[config.mk]
export PLATFORM = sky130hd
export DESIGN_NAME = regfile_scoreboard
export DESIGN_NICKNAME = d
export VERILOG_FILES = /design/src/rtl/regfile_scoreboard.sv
export SDC_FILE = /design/constraint.sdc
export NUM_CORES = 2
export LEC_CHECK = 0
export CAP_MARGIN = 20
export CORE_UTILIZATION = 65
export DETAILED_ROUTE_END_ITERATION = 10
export DONT_BUFFER_PORTS = 1
export HOLD_SLACK_MARGIN = 0.02
export PLACE_DENSITY = 0.81
export SYNTH_ARGS = -nofsm -noshare
export SYNTH_HDL_FRONTEND = slang
export SYNTH_SLANG_ARGS = --single-unit
[constraint.sdc]
create_clock -name clk -period 3.8 [get_ports clk]
set_input_delay 0.38 -clock clk [delete_from_list [all_inputs] [get_ports clk]]
set_output_delay 0.38 -clock clk [all_outputs]
set_load 0.02 [all_outputs]
[src/rtl/regfile_scoreboard.sv]
// regfile_scoreboard: RV32I integer register file with an issue-side RAW/WAW scoreboard
module regfile_scoreboard #(
  parameter int XLEN   = 32,
  parameter int NREG   = 32,
  parameter bit BYPASS = 1'b1
) (
  input  logic            clk,
  input  logic            rst,
  input  logic            valid_i,
  output logic            ready_o,
  input  logic [4:0]      rs1num_i,
  input  logic [4:0]      rs2num_i,
  input  logic            rs1use_i,
  input  logic            rs2use_i,
  input  logic            rdwr_i,
  input  logic [4:0]      rdnum_i,
  output logic [XLEN-1:0] r0data_o,
  output logic [XLEN-1:0] r1data_o,
  input  logic            rdvalid_i,
  input  logic [4:0]      rdnum_wb_i,
  input  logic [XLEN-1:0] rddata_i,
  input  logic            flush_i,
  output logic [NREG-1:0] busy_o
);
  logic [XLEN-1:0] r_regs [NREG];
  logic [NREG-1:0] r_busy;
  logic [NREG-1:0] w_wb_mask;
  logic [NREG-1:0] w_fwd_mask;
  logic [NREG-1:0] w_eff_busy;
  logic [NREG-1:0] w_set_mask;
  logic [NREG-1:0] w_busy_nxt;
  logic            w_hazard;
  logic            w_fire;
  // One-hot writeback mask; the forwarded view hides a busy bit being retired this cycle
  always_comb begin
    w_wb_mask  = rdvalid_i ? (NREG'(1) << rdnum_wb_i) : '0;
    w_fwd_mask = BYPASS ? w_wb_mask : '0;
    w_eff_busy = r_busy & ~w_fwd_mask;
  end
  // Hazard check and issue handshake; ready does not look at valid
  always_comb begin
    w_hazard = (rs1use_i && w_eff_busy[rs1num_i]) || (rs2use_i && w_eff_busy[rs2num_i])
               || (rdwr_i && w_eff_busy[rdnum_i]);
    ready_o  = !w_hazard && !flush_i;
    w_fire   = valid_i && ready_o;
  end
  // Operand reads: x0 is zero, same-cycle writeback forwards ahead of the array
  always_comb begin
    r0data_o = (rs1num_i == 5'd0) ? '0 : (w_fwd_mask[rs1num_i] ? rddata_i : r_regs[rs1num_i]);
    r1data_o = (rs2num_i == 5'd0) ? '0 : (w_fwd_mask[rs2num_i] ? rddata_i : r_regs[rs2num_i]);
  end
  // Next scoreboard: flush clears all, otherwise retire then set (set wins); x0 never busy
  always_comb begin
    w_set_mask    = (w_fire && rdwr_i) ? (NREG'(1) << rdnum_i) : '0;
    w_busy_nxt    = flush_i ? '0 : ((r_busy & ~w_wb_mask) | w_set_mask);
    w_busy_nxt[0] = 1'b0;
  end
  // Scoreboard state register
  always_ff @(posedge clk or negedge rst)
    if (!rst) r_busy <= '0;
    else r_busy <= w_busy_nxt;
  // Register array commit; writes to x0 are discarded
  always_ff @(posedge clk or negedge rst)
    if (!rst) for (int i = 0; i < NREG; i++) r_regs[i] <= '0;
    else if (rdvalid_i && rdnum_wb_i != 5'd0) r_regs[rdnum_wb_i] <= rddata_i;
  assign busy_o = r_busy;
endmodule

* After elaboration in Yosys (flattened, before gate mapping)
Index checks and enable logic that the tools add are counted.
Widths: inputs -> output; s select.
** Cells by class
- Shift operators :: 2
- Bitwise logic cells :: 6
- Reduce and logical (&&, ||, !) cells :: 15
- Magnitude comparators :: 7
- Multiplexer cells :: 26
** Operator list (number)
- $bwmux 1024 :: 1
- $mux 32 :: 12
- $bmux 32 s5 :: 2
- $demux 32 s5 :: 1
- $shl 1x5->32 const A :: 2
- $and 32x32->32 :: 1
- $not 32->32 :: 1
- $or 32x32->32 :: 1
- $bmux 1 s5 :: 5
- $ge 6x6->1 const B :: 3
- $lt 5x6->1 const B :: 3
- $not 5->6 :: 3
- $logic_not 5->1 :: 2
- $logic_and 1x1->1 :: 8
- $lt 6x1->1 const B :: 1
- $mux 1 :: 5
- $reduce_bool 5->1 :: 1
- $logic_not 1->1 :: 2
- $logic_or 1x1->1 :: 2
** Word-level totals
- Flip-flop bits (word level) :: 1055
- Bits of input ports :: 60
- Output and inout bits :: 97
- Word-level logic and storage cells :: 89

* Longest topological paths before layout
- Depth in word-level cells :: 16
- Depth in mapped cells :: 12
- Depth with buffers taken out :: 8

* Worst setup path before layout
OpenSTA, ideal clock, no wires.
- Kind :: input to output
- From :: input rs2num_i[0]
- To :: output r1data_o[10]
- Data required time :: 3.420 ns
- Data arrival time :: 2.769 ns
- Stages on the path :: 9
- Buffers on the path :: 5
- Slack :: 0.651 ns
- Cells stage by stage :: clkbuf_1 buf_2 buf_2 buf_2 xor2_1 nor4_1 nand3_1 clkbuf_1 a211oi_1
** On the way
- Word-level cells in the longest chain between the ends :: 6
- Elaborated cells between the ends (all ways) :: 9
- Those cells by class :: mux (7); bitwise (1); reduce/logical (1)
** RTL lines
- start, declared :: RTL line 12 : input logic [4:0] rs2num_i,
- $not 5->6 (not written as such) :: RTL line 50 : r1data_o = (rs2num_i == 5'd0) ? '0 : (w_fwd_mask[rs2num_i] ? rddata_i : r_regs[rs2num_i]);
- $bmux 32 s5 :: RTL line 50
- $mux 32 (not written as such) (2 in a row) :: RTL line 50
- $mux 32 :: RTL line 50
- $mux 32 (*) :: RTL line 50
- end, declared :: RTL line 18 : output logic [XLEN-1:0] r1data_o,
Mark *: on every way between the ends. The rest lies on a longest branch, timed or not. The select of a mux whose other input is x is not followed.

==> flow_metrics.py <==
metrics = {
    "cells_and_area": {
        "antenna_cells": 0,
        "final_cells": 4854,
        "syn2layout_area_growth_pct": 8.88,
        "layout.nets": 3666,
        "drive_gt1_share_pct": 53.0,
        "post-route-util_pct": 71.7,
    },
    "critical_path": {
        "start_kind": "primary input",
        "crit_cells": 0,
        "cp.arrival_ns": 3.25,
        "critical_path_class": "primary input to asynchronous set/reset pin",
        "end_kind": "asynchronous set/reset pin",
        "worstReg2RegStart": "busy_o[15]$_DFF_PN0_",
        "cp_max_fo": 1055,
        "rr_worst_depth": 9,
        "cp.required_ns": 3.20,
        "rr_endpoint": "busy_o[3]$_DFF_PN0_",
        "regToRegSetupSlack_ns": 0.22,
    },
    "die": {
        "die_x_um": 299,
        "dieArea_um2": 89400,
        "rows": 108,
        "dieHeight_um": 299,
        "start_util_pct": 65.9,
        "ios": 157,
        "core_um2": 87000,
    },
    "synth": {
        "yosys_register_bits": 1055,
        "synth_nets": 3828,
        "synth_area_per_cell_um2": 15.2,
        "netlist_area_um2": 57300,
        "yosys-top-cells-area": "dfrtp_1 46%, mux4_2 25%, mux2_2 18%",
        "synth_ff_type": "dfrtp_1",
        "synthArstFlopShare_pct": 100,
        "yosys.cell_types.count": 68,
        "synth_top_area_share_pct": 46.1,
        "ys_seq_area_share_pct": 46.1,
        "syn_inst": 3768,
        "ys_warn_count": 0,
        "yosysTopAreaCell": "dfrtp_1",
        "synth_edf_count": 0,
    },
    "timing": {
        "report.final.slew_viol_count": 1024,
        "max_slew_margin_pct": -283,
        "timing.final.ws_setup_ns": -0.0578,
        "fin_crit_sh_pct": 102,
        "finalHoldViolations": 62,
        "hold_ws_ns": -0.558,
        "fmax_ghz": 0.259,
        "finalClockSkew_ns": 0.0175,
        "period_needed_ns": 3.86,
        "rsz0062_at_grt": "no",
        "finalSetupViolations": 166,
        "tightest_slew_ns": 5.75,
        "fin_tns_setup_ns": -5.69,
    },
    "route": {
        "postRouteAntennaNets": 0,
        "drt_iter0_markers": 4317,
        "dr.pass1.iters": 6,
        "via_per_inst": 7.58,
        "dr_total_vias": 36800,
        "wl_um": 170000,
        "drc": 0,
        "avgRoutedWirePerCell_um": 35.0,
    },
    "worst_hold_path": {
        "hp-class": "primary input to asynchronous set/reset pin",
    },
    "clocking": {
        "ctsRootBufferMaster": "clkbuf_16",
        "h-tree-depth": 3,
        "cts_inserted_buffers": 109,
        "clock_sinks": 1055,
        "hold_buffers": 39,
        "cts_buffer_depth": 3,
        "path_clk_slew_ns": 0.06,
        "cts_setup_buffers": 0,
        "clk_latency_ns": 0.69,
        "cts_resized": 0,
        "cts_tree": "done",
    },
    "global_route": {
        "track_usage_pct": 39.2,
        "grt.overflow.total": 0,
        "grt_pass1_wl_um": 256000,
        "grt_max_degree": 1056,
        "antenna_found_initial": 1,
        "grt_pass1_vias": 39200,
    },
    "run_status": {
        "violations": "negative hold slack, max-slew violations, negative setup slack",
        "status": "complete, but fails checks",
    },
    "placement": {
        "dp_slack_ns": 0.657,
        "gp_congestion": 0.965,
        "numPortBuffers": 0,
        "dp.cells": 4611,
        "dp_hpwl_um": 84700,
    },
    "job": {
        "cap_violations": 0,
    },
    "power": {
        "total_leakage_power_nw": 26.8,
        "power_mw": 33.0,
        "power.density_nw_per_um2": 528,
        "peakVddDrop_v": 0.000403,
    },
}
## synth_stat cells, types with 8 or more instances
cell type / n
nor3_1: 8
o22ai_2: 18
mux4_2: 647
o21ai_2: 11
clkbuf_1: 318
mux2_2: 928
buf_2: 63
mux2i_1: 69
inv_1: 9
nand2_1: 241
o21ai_0: 12
buf_1: 48
nor2_1: 95
a211oi_1: 66
xor2_1: 10
dfrtp_1: 1055
o2111ai_1: 9
nand3_1: 49
## metrics by stage
| stage | area (um^2) | hold slack (ns) |
|---|---|---|
| after floorplan | 57300 | 0.0844 |
| after global placement | 58100 | 0.138 |
| after detailed placement | 58100 | 0.157 |
| after CTS | 62400 | -0.555 |
| after global routing | 62400 | -0.568 |
| final | 62400 | -0.558 |
## per-layer routing
| layer | vias up | track usage, % | share of wire [%] |
|---|---|---|---|
| li1 | 14200 | - | - |
| met1 | 19600 | 50.3 | 35 |
| met2 | 2279 | 61.5 | 48 |
| met3 | 735 | 8.39 | 9.6 |
| met4 | 2 | 25.0 | 7.5 |
| met5 | - | 0 | 0.0065 |
## registers in the layout (all words and copies together), names as in the netlist
register	count
busy_o	31
r_regs	1024
## area by class of cell
| cell class | instances | area, um^2 |
|---|---|---|
| clock buffer | 164 | 3320 |
| multi-input combinational | 2265 | 29300 |
| inverter | 10 | 42.5 |
| clock inverter | 40 | 566 |
| fill | 5276 | 24600 |
| timing repair buffer | 165 | 1360 |
| sequential | 1055 | 26400 |
| tap | 1155 | 1450 |
## power by group
part	switching (mW)	internal (mW)
logic	2.23	4.32
registers	1.56	13.3
clock network	4.63	6.90
## worst max-delay path by stage
stage          slack [ns]                 start                      end
6_report            -0.06                   rst  r_regs[105]$_DFFE_PN0P_
4_1_cts              0.35  busy_o[15]$_DFF_PN0_                  ready_o
5_1_grt              0.21  busy_o[15]$_DFF_PN0_      busy_o[3]$_DFF_PN0_
3_3_place_gp         0.74         rdnum_wb_i[1]     busy_o[11]$_DFF_PN0_
2_1_floorplan        0.65           rs2num_i[0]             r1data_o[10]
3_5_place_dp         0.66         rdnum_wb_i[1]     busy_o[17]$_DFF_PN0_
## cell usage in the layout, fill, tap and decap left out, types with 47 or more instances in the layout
cell type,netlist,final
dfrtp_1,1055,1055
mux2_2,928,928
mux4_2,647,647
nand2_1,241,227
buf_4,5,125
clkbuf_16,0,112
nor2_1,95,82
mux2i_1,69,69
a211oi_1,66,66
nand3_1,49,47
## kinds of logic (layout without fill, tap and decap cells)
family	count (synthesis)	count (layout)	synth area share (%)
compound gates	164	164	2.28
xor+xnor	12	12	0.183
buf+inv	448	379	3.16
flops	1055	1055	46.1
mux	1644	1644	44.9
other cells	1	1	0.00654
simple gates	444	444	3.45
(Power assumes the default switching activity.)
